**src/rtl/lsu_ctrl.sv**
```systemverilog
// rtl/lsu_ctrl.sv - MEM-stage load/store initiator driving the data memory port
//
// Purpose: accepts one load/store request per handshake, range-checks it,
// issues aligned memory operations (splitting naturally-misaligned accesses
// into two word loads or a run of byte stores), extends load data and returns
// exactly one response per request.
//
// Ports:
//   clk, rst                 clock, asynchronous active-high reset
//   req_valid/req_ready      request handshake
//   req_we, req_size,        store flag, size (0 byte, 1 half, 2/3 word),
//   req_unsigned             zero-extend loads
//   req_addr, req_wdata      byte address, LSB-aligned store data
//   resp_valid               one-cycle completion pulse
//   resp_rdata               load result (0 for stores and errors)
//   resp_err, resp_misalign  out-of-range / misaligned-trap flags
//   mem_stall                1 = no memory access this cycle
//   mem_op_code, mem_rwaddr, mem_wdata, mem_rdata   memory port
//
// Build option: define LSU_MISALIGN_TRAP_EN to trap misaligned requests
// instead of splitting them.

module lsu_ctrl #(
    parameter int ADDR_W = 11,
    parameter int DATA_W = 32
) (
    input  logic              clk,
    input  logic              rst,
    input  logic              req_valid,
    output logic              req_ready,
    input  logic              req_we,
    input  logic [1:0]        req_size,
    input  logic              req_unsigned,
    input  logic [31:0]       req_addr,
    input  logic [DATA_W-1:0] req_wdata,
    output logic              resp_valid,
    output logic [DATA_W-1:0] resp_rdata,
    output logic              resp_err,
    output logic              resp_misalign,
    output logic              mem_stall,
    output logic [2:0]        mem_op_code,
    output logic [ADDR_W-1:0] mem_rwaddr,
    output logic [DATA_W-1:0] mem_wdata,
    input  logic [DATA_W-1:0] mem_rdata
);

    generate
        if (DATA_W != 32) begin : g_bad_data_w
            $error("lsu_ctrl: DATA_W must be 32");
        end
    endgenerate

    // Memory operation encoding; stores mirror loads at +3
    localparam logic [2:0] OP_LB = 3'd0;
    localparam logic [2:0] OP_LW = 3'd2;
    localparam logic [2:0] OP_SB = 3'd3;

    typedef enum logic [1:0] {
        S_IDLE,
`ifndef LSU_MISALIGN_TRAP_EN
        S_LD2,
        S_ST,
`endif
        S_RESP
    } state_t;

    state_t      state_q, state_d;
    logic        we_q, we_d;
    logic        uns_q, uns_d;
    logic [1:0]  size_q, size_d;
    logic        err_q, err_d;
`ifdef LSU_MISALIGN_TRAP_EN
    logic        mis_q, mis_d;
`else
    logic [ADDR_W-1:0] addr_q, addr_d;
    logic [DATA_W-1:0] wdata_q, wdata_d;
    logic [DATA_W-1:0] word0_q, word0_d;
    logic [1:0]        cnt_q, cnt_d;
    logic              split_q, split_d;
    logic [63:0]       cat_shift;
    logic [1:0]        cnt_last;
`endif

    logic [1:0]  sz;
    logic [1:0]  nb_m1;
    logic [32:0] last_addr;
    logic        range_err;
    logic        mis_req;
    logic        accept;
    logic [DATA_W-1:0] raw;
    logic [DATA_W-1:0] ext;

    // Request decode: size 3 behaves as word
    always_comb begin
        sz        = (req_size == 2'd3) ? 2'd2 : req_size;
        nb_m1     = (sz == 2'd0) ? 2'd0 : ((sz == 2'd1) ? 2'd1 : 2'd3);
        last_addr = {1'b0, req_addr} + {31'b0, nb_m1};
        range_err = |last_addr[32:ADDR_W];
        mis_req   = ((sz == 2'd1) && req_addr[0]) || ((sz == 2'd2) && (req_addr[1:0] != 2'b00));
    end

    // Reset gates acceptance so an asserted reset never issues an access
    assign req_ready = ((state_q == S_IDLE) || (state_q == S_RESP)) && !rst;
    assign accept    = req_valid && req_ready;

    always_ff @(posedge clk or posedge rst) begin
        if (rst) begin
            state_q <= S_IDLE;
            we_q    <= 1'b0;
            uns_q   <= 1'b0;
            size_q  <= 2'd0;
            err_q   <= 1'b0;
`ifdef LSU_MISALIGN_TRAP_EN
            mis_q   <= 1'b0;
`else
            addr_q  <= '0;
            wdata_q <= '0;
            word0_q <= '0;
            cnt_q   <= 2'd0;
            split_q <= 1'b0;
`endif
        end else begin
            state_q <= state_d;
            we_q    <= we_d;
            uns_q   <= uns_d;
            size_q  <= size_d;
            err_q   <= err_d;
`ifdef LSU_MISALIGN_TRAP_EN
            mis_q   <= mis_d;
`else
            addr_q  <= addr_d;
            wdata_q <= wdata_d;
            word0_q <= word0_d;
            cnt_q   <= cnt_d;
            split_q <= split_d;
`endif
        end
    end

    always_comb begin
        state_d     = state_q;
        we_d        = we_q;
        uns_d       = uns_q;
        size_d      = size_q;
        err_d       = err_q;
`ifdef LSU_MISALIGN_TRAP_EN
        mis_d       = mis_q;
`else
        addr_d      = addr_q;
        wdata_d     = wdata_q;
        word0_d     = word0_q;
        cnt_d       = cnt_q;
        split_d     = split_q;
        cnt_last    = (size_q == 2'd1) ? 2'd1 : 2'd3;
`endif
        mem_stall   = 1'b1;
        mem_op_code = OP_LW;
        mem_rwaddr  = '0;
        mem_wdata   = '0;

        case (state_q)
`ifndef LSU_MISALIGN_TRAP_EN
            S_LD2: begin
                // First word arrives now; fetch the following word
                mem_stall   = 1'b0;
                mem_op_code = OP_LW;
                mem_rwaddr  = {addr_q[ADDR_W-1:2], 2'b00} + ADDR_W'(4);
                word0_d     = mem_rdata;
                state_d     = S_RESP;
            end
            S_ST: begin
                mem_stall   = 1'b0;
                mem_op_code = OP_SB;
                mem_rwaddr  = addr_q + {{(ADDR_W-2){1'b0}}, cnt_q};
                mem_wdata   = {24'b0, wdata_q[8*cnt_q +: 8]};
                if (cnt_q == cnt_last) begin
                    state_d = S_RESP;
                end else begin
                    cnt_d = cnt_q + 2'd1;
                end
            end
`endif
            S_RESP:  state_d = S_IDLE;
            default: ;
        endcase

        if (accept) begin
            state_d = S_RESP;
            we_d    = req_we;
            uns_d   = req_unsigned;
            size_d  = sz;
            err_d   = range_err;
`ifdef LSU_MISALIGN_TRAP_EN
            mis_d   = !range_err && mis_req;
            if (!range_err && !mis_req) begin
                mem_stall   = 1'b0;
                mem_op_code = (req_we ? OP_SB : OP_LB) + {1'b0, sz};
                mem_rwaddr  = req_addr[ADDR_W-1:0];
                mem_wdata   = req_wdata;
            end
`else
            addr_d  = req_addr[ADDR_W-1:0];
            wdata_d = req_wdata;
            cnt_d   = 2'd1;
            split_d = 1'b0;
            if (range_err) begin
                // no access; error response next cycle
            end else if (!mis_req) begin
                mem_stall   = 1'b0;
                mem_op_code = (req_we ? OP_SB : OP_LB) + {1'b0, sz};
                mem_rwaddr  = req_addr[ADDR_W-1:0];
                mem_wdata   = req_wdata;
            end else if (!req_we) begin
                mem_stall   = 1'b0;
                mem_op_code = OP_LW;
                mem_rwaddr  = {req_addr[ADDR_W-1:2], 2'b00};
                split_d     = 1'b1;
                state_d     = S_LD2;
            end else begin
                // Byte 0 goes out now, the rest from S_ST
                mem_stall   = 1'b0;
                mem_op_code = OP_SB;
                mem_rwaddr  = req_addr[ADDR_W-1:0];
                mem_wdata   = {24'b0, req_wdata[7:0]};
                state_d     = S_ST;
            end
`endif
        end
    end

    // Response path: aligned loads take memory data directly (already
    // sign-extended by memory); split loads stitch two words together.
    always_comb begin
`ifdef LSU_MISALIGN_TRAP_EN
        raw = mem_rdata;
`else
        cat_shift = {mem_rdata, word0_q} >> {addr_q[1:0], 3'b000};
        raw       = split_q ? cat_shift[31:0] : mem_rdata;
`endif
        case (size_q)
            2'd0:    ext = uns_q ? {24'b0, raw[7:0]}  : {{24{raw[7]}}, raw[7:0]};
            2'd1:    ext = uns_q ? {16'b0, raw[15:0]} : {{16{raw[15]}}, raw[15:0]};
            default: ext = raw;
        endcase
    end

    assign resp_valid = (state_q == S_RESP);
    assign resp_err   = resp_valid && err_q;
`ifdef LSU_MISALIGN_TRAP_EN
    assign resp_misalign = resp_valid && mis_q;
    assign resp_rdata    = (resp_valid && !we_q && !err_q && !mis_q) ? ext : '0;
`else
    assign resp_misalign = 1'b0;
    assign resp_rdata    = (resp_valid && !we_q && !err_q) ? ext : '0;
`endif

endmodule

```
**config.mk**
```make
export PLATFORM = sky130hd
export DESIGN_NAME = lsu_ctrl
export DESIGN_NICKNAME = d
export VERILOG_FILES = /design/src/rtl/lsu_ctrl.sv
export SDC_FILE = /design/constraint.sdc
export NUM_CORES = 1
export LEC_CHECK = 0
export CAP_MARGIN = 20
export CORE_MARGIN = 2
export CORE_UTILIZATION = 48
export DETAILED_ROUTE_END_ITERATION = 10
export PLACE_DENSITY = 0.87
export REMOVE_ABC_BUFFERS = 1
export SYNTH_ARGS = -nofsm -noshare
export SYNTH_HDL_FRONTEND = slang
export SYNTH_SLANG_ARGS = --single-unit
```
**constraint.sdc**
```tcl
create_clock -name clk -period 5.8 [get_ports clk]
set_input_delay 1.74 -clock clk [delete_from_list [all_inputs] [get_ports clk]]
set_output_delay 1.74 -clock clk [all_outputs]
set_load 0.02 [all_outputs]
```
==> impl_results.md, run 1 <==
- I/O Buffers: 184
- Mux cell area share after synthesis: 27.4%
- HP Class: flop to flop
- Top post-synthesis cells by area: dfrtp_1 (34%), mux4_2 (15%), nand2_1 (8.7%)
- Fmax: approximately 160 MHz
- Fin area: 9440 sq um
- Vias in the first global route: 6,538
- Top-count cell post-synth: nand2_1
- Rows: 41
- CP startpoint kind: input port
- Failing checks: setup timing
- Count of pins over their slew limit: 0
- GPL Wtd Cong: 0.920
- Share of the synthesized area in the top cell type: 34.4%
- Root buf cell: clkbuf_16
- Mapped cell area: 6180 sq um
- Synth Register Bits: 85
- Layout Cells excl Fill: about 1,100
- DR DRC count: 0
- Post-synth top area cell: dfrtp_1
- Net Sw Frac: 40.1%
- Final setup violation count: 41
- Internal power: 2.19 mW
- Initial Util: between 40% and 50%
- DRT iter0 DRCs: between 500 and 600
- Die Span X: 117 um
- Synth Area in XOR/XNOR: less than 1%
- Total placed cells including tap cells: 1,019
- Simple-gate share of the synthesized area: roughly a fifth
- CTS buffer count: 9
- Slack of the worst reg-to-reg path: between 3000 and 4000 ps
- Leak pwr: 4.25 nW
- Clock tree from TritonCTS: done
- Die H: 117 um
- Final cell utilization of the core: between 70% and 80%
- Skew final: 7.71 ps
- Routed Antenna Nets: 0
- Beginning of the critical path: req_addr[14]
- FF-to-FF End: wdata_q[6]
- DR pass1 iterations: 5
- CORE AREA: around 13,000 sq um
- RSZ-0062 raised after global routing: true
- Post-synth ARST share: 100%
- DRT Wirelength: approximately 23,000 um
- Share of post-route cells with drive strength above 1: about a third
- Adder-cell share of the synthesized area: 2.27%
- Compound-Gate Fraction of Synth Area: between 10% and 20%
- Final HPWL DP: 13,700 um
- Min Tclk post-route: 6110 ps
- Sinks on Clock Net: 85
- Tightest Pin Transition: 750 ps
- Global routing usage summed across all routing layers: approximately 29%
- Synth unique cells: 57
- Pre-CTS setup slack: -1010 ps
- Maxcap violations: 0
- Skew-Pair Late Insertion Delay: 340 ps
- Largest net degree at the start of global routing: 64
- CP dominant cell by count: buf_4
- Crit-path slowest cell: or4_4
- Initial antenna violation count: 1
- Area Growth Syn to Fin: 52.7%
- Crit end category: output port
- Maximum fanout along the worst path: 8
- R2r startpoint: state_q[0]
- Fin crit share: 105%
- CP bufs+invs: 4
- Relative slew slack: 50.0%
- Global-route wire length before repair: 32,800 um
- Critical path, cell by cell: dlygate4sd2_1 -> nand4_4 -> buf_4 -> xor2_1 -> nand3_1 -> o32ai_2 -> o211ai_1 -> or4_4 -> buf_12 -> mux2i_1 -> buf_4
- Worst reg-to-reg path cell count: 8
- Clock-pin transition on the worst setup and hold timing paths: 70 ps
- DIE AREA: 13,800 sq um
- Largest family of logic cells by synthesized area: multiplexers
- CTS H-tree lvls: 3
- Via count: 6,526
- Power share of the sequential group: around a third
- Post-DR wirelength/cell: 21.5 um
- Top-Level Pins: ~190
- Gate power share: 51.3%
- Crit path kind: input port to output port
- Mapped Cells: 646
- Number of enable flip-flop cells after synthesis: 0
- Grt ovf: 0
- Layout Nets: slightly below 1,000
- Placed cell areas: 8580 sq um
- Number of vias per cell: 6.17
- Crit path capture: mem_wdata[6]
- CP arrival: between 4000 and 5000 ps
- Top delay family on crit path: simple AND/OR/NAND/NOR gates
- Hold Fails Final Rpt: 0
- Syn avg cell area: 9.57 sq um
- Yosys warnings: 0
- Critical path's largest stage delay: between 500 and 600 ps
- Worst path depth: 11
- Most used DFF post-synth: dfrtp_1
- Post-synthesis sequential area ratio: 34.4%
- Most instantiated cells after synthesis: nand2_1 (144), dfrtp_1 (85), mux2_2 (41)
- FILL cells: between 800 and 900
- Final worst setup slack: -311 ps
- Clk buf depth: 2
- P_sw: 1.47 mW
- Power Density: slightly below 400 nW/um^2
- Status: finished with violations
- Worst EP required: 4060 ps
- Worst vdd ir: ~0.00019 V
- Hold_buf cts: 0
- Power share of the clock group: 16.6%
-- worst min path at each step --
stage                start           to  cells after the start
2_1_floorplan  wdata_q[31]  wdata_q[31]                      2
3_3_place_gp   wdata_q[18]  wdata_q[18]                      2
3_5_place_dp   wdata_q[31]  wdata_q[31]                      2
4_1_cts        wdata_q[31]  wdata_q[31]                      2
5_1_grt        wdata_q[26]  wdata_q[26]                      2
6_report       wdata_q[31]  wdata_q[31]                      2
-- final cells by class --
cell class | count | area (sq um) | share of cell area (%)
antenna | 1 | 2.50 | 0.0265
clock buffer | 9 | 225 | 2.39
tap | 172 | 215 | 2.28
timing repair buffer | 271 | 2410 | 25.6
inverter | 20 | 76.3 | 0.809
sequential | 85 | 2130 | 22.5
multi-input combinational | 492 | 4300 | 45.5
clock inverter | 7 | 81.3 | 0.862
-- cells by family (layout without fill, tap and decap cells) --
| group | Yosys count | count (layout) |
|---|---|---|
| buffers and inverters | 69 | 307 |
| muxes | 114 | 114 |
| adders and majority gates | 10 | 10 |
| other | 1 | 2 |
| DFF | 85 | 85 |
| and+or+nand+nor | 258 | 258 |
| AOI/OAI and AO/OA | 102 | 102 |
| xor gates and xnor gates | 7 | 7 |
-- metal layers --
| metal | routed length (um) | GRT usage, % |
|---|---|---|
| met5 | 0 | 0 |
| met4 | 670 | 8.51 |
| met3 | 2050 | 7.80 |
| met2 | 11400 | 50.9 |
| met1 | 8530 | 35.6 |
-- worst reg2reg max path, cell delays in order (launching register included) --
cell and delay [ps]:
dfrtp_1 410, inv_1 60, ha_1 660, nor2b_1 350, nand2_2 110, buf_4 170, buf_4 330, nand2_1 170
o21ai_0 120
-- timing repair --
action | 4_1_cts | 5_1_grt
pin swaps | 24 | 29
resized for setup | 303 | 149
buffers inserted | 12 | 8
endpoints found under the setup margin | 63 | 62
cloned | 2 | 1
-- placed cells by master, fill, tap and decap left out, types with 5 or more instances in the layout --
cell type        instances
and3_1                  10
buf_2                   12
clkbuf_16                9
dfrtp_1                 84
a21oi_1                 35
nand2b_1                 7
buf_4                   96
dlygate4sd2_1           30
nor4_4                  11
clkbuf_2                10
nor2_1                  23
o21ai_0                 20
nor4_1                   7
nand2_1                142
nor4_2                   6
ha_1                     7
nor3_1                   5
nand3_1                 10
clkdlybuf4s50_1         87
inv_1                   19
mux2_2                  40
buf_6                   24
mux2i_1                 33
mux4_2                  40
-- per-stage QoR --
stage	setup TNS [ps]	hold WS [ps]	power, mW
4_1_cts	-1360	477	3.55
5_1_grt	-7840	507	3.87
6_report	-8810	475	3.66
3_5_place_dp	-39920	459	2.95
2_1_floorplan	-8650	440	2.33
3_3_place_gp	-37140	453	2.87
-- power by group through the flow --
stage                     sequential, mW  combinational [mW]  clock [mW]
final                               1.17                1.88       0.607
after global routing                1.21                2.01       0.641
after CTS                           1.16                1.78       0.609
after detailed placement            1.16                1.79           0
after global placement              1.14                1.73           0
after floorplan                     1.12                1.20           0
-- sequential cells by signal (all words and copies together) (netlist names) --
signal and count:
err_q 1, split_q 1, we_q 1, wdata_q 32
addr_q 11, size_q 2, state_q 2, uns_q 1
cnt_q 2, word0_q 32
Power figures use the tool's default switching activity.
==> inputs of run 2 (changes only) <==
--- a/config.mk
+++ b/config.mk
@@ -9,6 +9,7 @@
 export CORE_MARGIN = 2
 export CORE_UTILIZATION = 48
 export DETAILED_ROUTE_END_ITERATION = 10
+export GPL_TIMING_DRIVEN = 0
 export PLACE_DENSITY = 0.87
 export REMOVE_ABC_BUFFERS = 1
 export SYNTH_ARGS = -nofsm -noshare
==> impl_results.md, run 2 (synthesized netlist as in run 1, its figures left out) <==
- Status: finished with violations
- Failing checks: setup timing
- Post-DR wirelength/cell: 21.7 um
- Final worst setup slack: -459 ps
- CORE AREA: 12,600 sq um
- Hold Fails Final Rpt: 0
- I/O Buffers: 184
- FILL cells: 830
- Commonest cells after routing, fill and taps aside: nand2_1 (142), clkdlybuf4s50_1 (89), dfrtp_1 (82)
- Maximum fanout along the worst path: 5
- Clock-pin transition on the worst setup and hold timing paths: approximately 60 ps
- Fmax: 160 MHz
- CTS buffer count: 9
- Global routing usage summed across all routing layers: 27.4%
- Pre-CTS setup slack: -1690 ps
- Via count: 6,427
- Top-Level Pins: roughly 190
- Crit path kind: input port to output port
- RSZ-0062 raised after global routing: true
- Global-route wire length before repair: 30,700 um
- Clock tree from TritonCTS: done
- DR pass1 iterations: 5
- Antenna Cells: 0
- DR DRC count: 0
- Worst EP required: 4060 ps
- Skew-Pair Late Insertion Delay: 340 ps
- Relative slew slack: between 30% and 40%
- DIE AREA: between 10,000 and 15,000 sq um
- Root buf cell: clkbuf_16
- GPL Wtd Cong: 0.855
- Sinks on Clock Net: 85
- Crit end category: output port
- Routed Antenna Nets: 0
- Final TNS setup: -10,280 ps
- Grt ovf: 0
- Share of post-route cells with drive strength above 1: roughly a third
- Number of vias per cell: approximately 6.3
- CP startpoint kind: input port
- Count of pins over their slew limit: 0
- Worst vdd ir: 0.000216 V
- Area of the multi-input gates: 4340 sq um
- Leak pwr: roughly 4 nW
- Regs by FF count: wdata_q (32), word0_q (32), addr_q (11)
- Largest net degree at the start of global routing: 51
- Clk buf depth: 2
- CTS H-tree lvls: 3
- FF/Latch Area: ~2100 sq um
- Rows: approximately 40
- HP Class: flop to flop
- Final cell utilization of the core: between 70% and 80%
- Die Span X: between 100 and 150 um
- DRT iter0 DRCs: 657
- Die H: 117 um
- Tightest Pin Transition: 973 ps
- Min Tclk post-route: between 6000 and 7000 ps
- Most common cell after layout, fill and taps aside: nand2_1
- Power Density: 384 nW/um^2
- Fin crit share: 108%
- Area Growth Syn to Fin: 49.1%
- Vias in the first global route: between 6,000 and 7,000
- Final setup violation count: 47
- Layout Nets: 950
- Initial Util: 49.0%
- Skew final: approximately 3.2 ps
- Layout Cells excl Fill: 1,014
- Fin Hold WS: 475 ps
- DRT Wirelength: 22,000 um
- Initial antenna violation count: 0
- Maxcap violations: 0
- Final HPWL DP: 12,600 um
- Slack of the worst reg-to-reg path: 3010 ps
- CP arrival: roughly 4500 ps
- Total placed cells including tap cells: 961
## run 2: metal layers
metal	vias to the layer above	track usage, %	wire length, um
met1	3145	33.1	8200
met2	447	47.3	10800
met4	0	10.3	857
met3	91	7.27	2160
met5	-	0	0
li1	2744	-	-
## run 2: through the flow
step | area, sq um | total power [mW]
floorplan | 5990 | 2.33
global placement | 8040 | 2.81
detailed placement | 8170 | 2.90
CTS | 8770 | 3.45
global route | 9220 | 3.74
finish | 9220 | 3.54
## run 2: final cells by class
class | count | share of cell area, %
flip-flops and latches | 85 | 23.1
clock buffers | 10 | 2.59
well taps | 172 | 2.33
multi-input cells | 493 | 47.1
repair buffers | 228 | 23.6
clock inverters | 6 | 0.421
inverters | 20 | 0.841
## run 2: worst paths after layout
check                              from           end  cells past startpoint
max                        req_addr[29]  mem_wdata[5]                     10
min                         wdata_q[20]   wdata_q[20]                      2
max reg2reg                  state_q[0]   wdata_q[23]                      6
min reg2reg                 wdata_q[20]   wdata_q[20]                      2
max in group asynchronous           rst     addr_q[0]                      3
min in group asynchronous           rst   wdata_q[22]                      2
## run 2: power by group
group,switching (mW),internal (mW),total (mW)
registers,0.326,0.875,1.20
clock network,0.246,0.301,0.546
logic,0.864,0.929,1.79
## run 2: repair_timing
item | 4_1_cts | 5_1_grt
pin swaps | 23 | 24
setup buffers | 24 | 12
hold buffers | 0 | 0
setup endpoints to repair | 63 | 60
cloned | 1 | 2
gates resized for setup | 336 | 135
## run 2: worst max-delay path, cell delays in order
cell and delay [ps]:
clkdlybuf4s50_1 630, nand3_1 140, nor4_1 280, nand4bb_1 170, a2bb2oi_2 210, o221ai_4 210, or4_4 510, buf_6 170
mux2i_1 230, buf_4 210
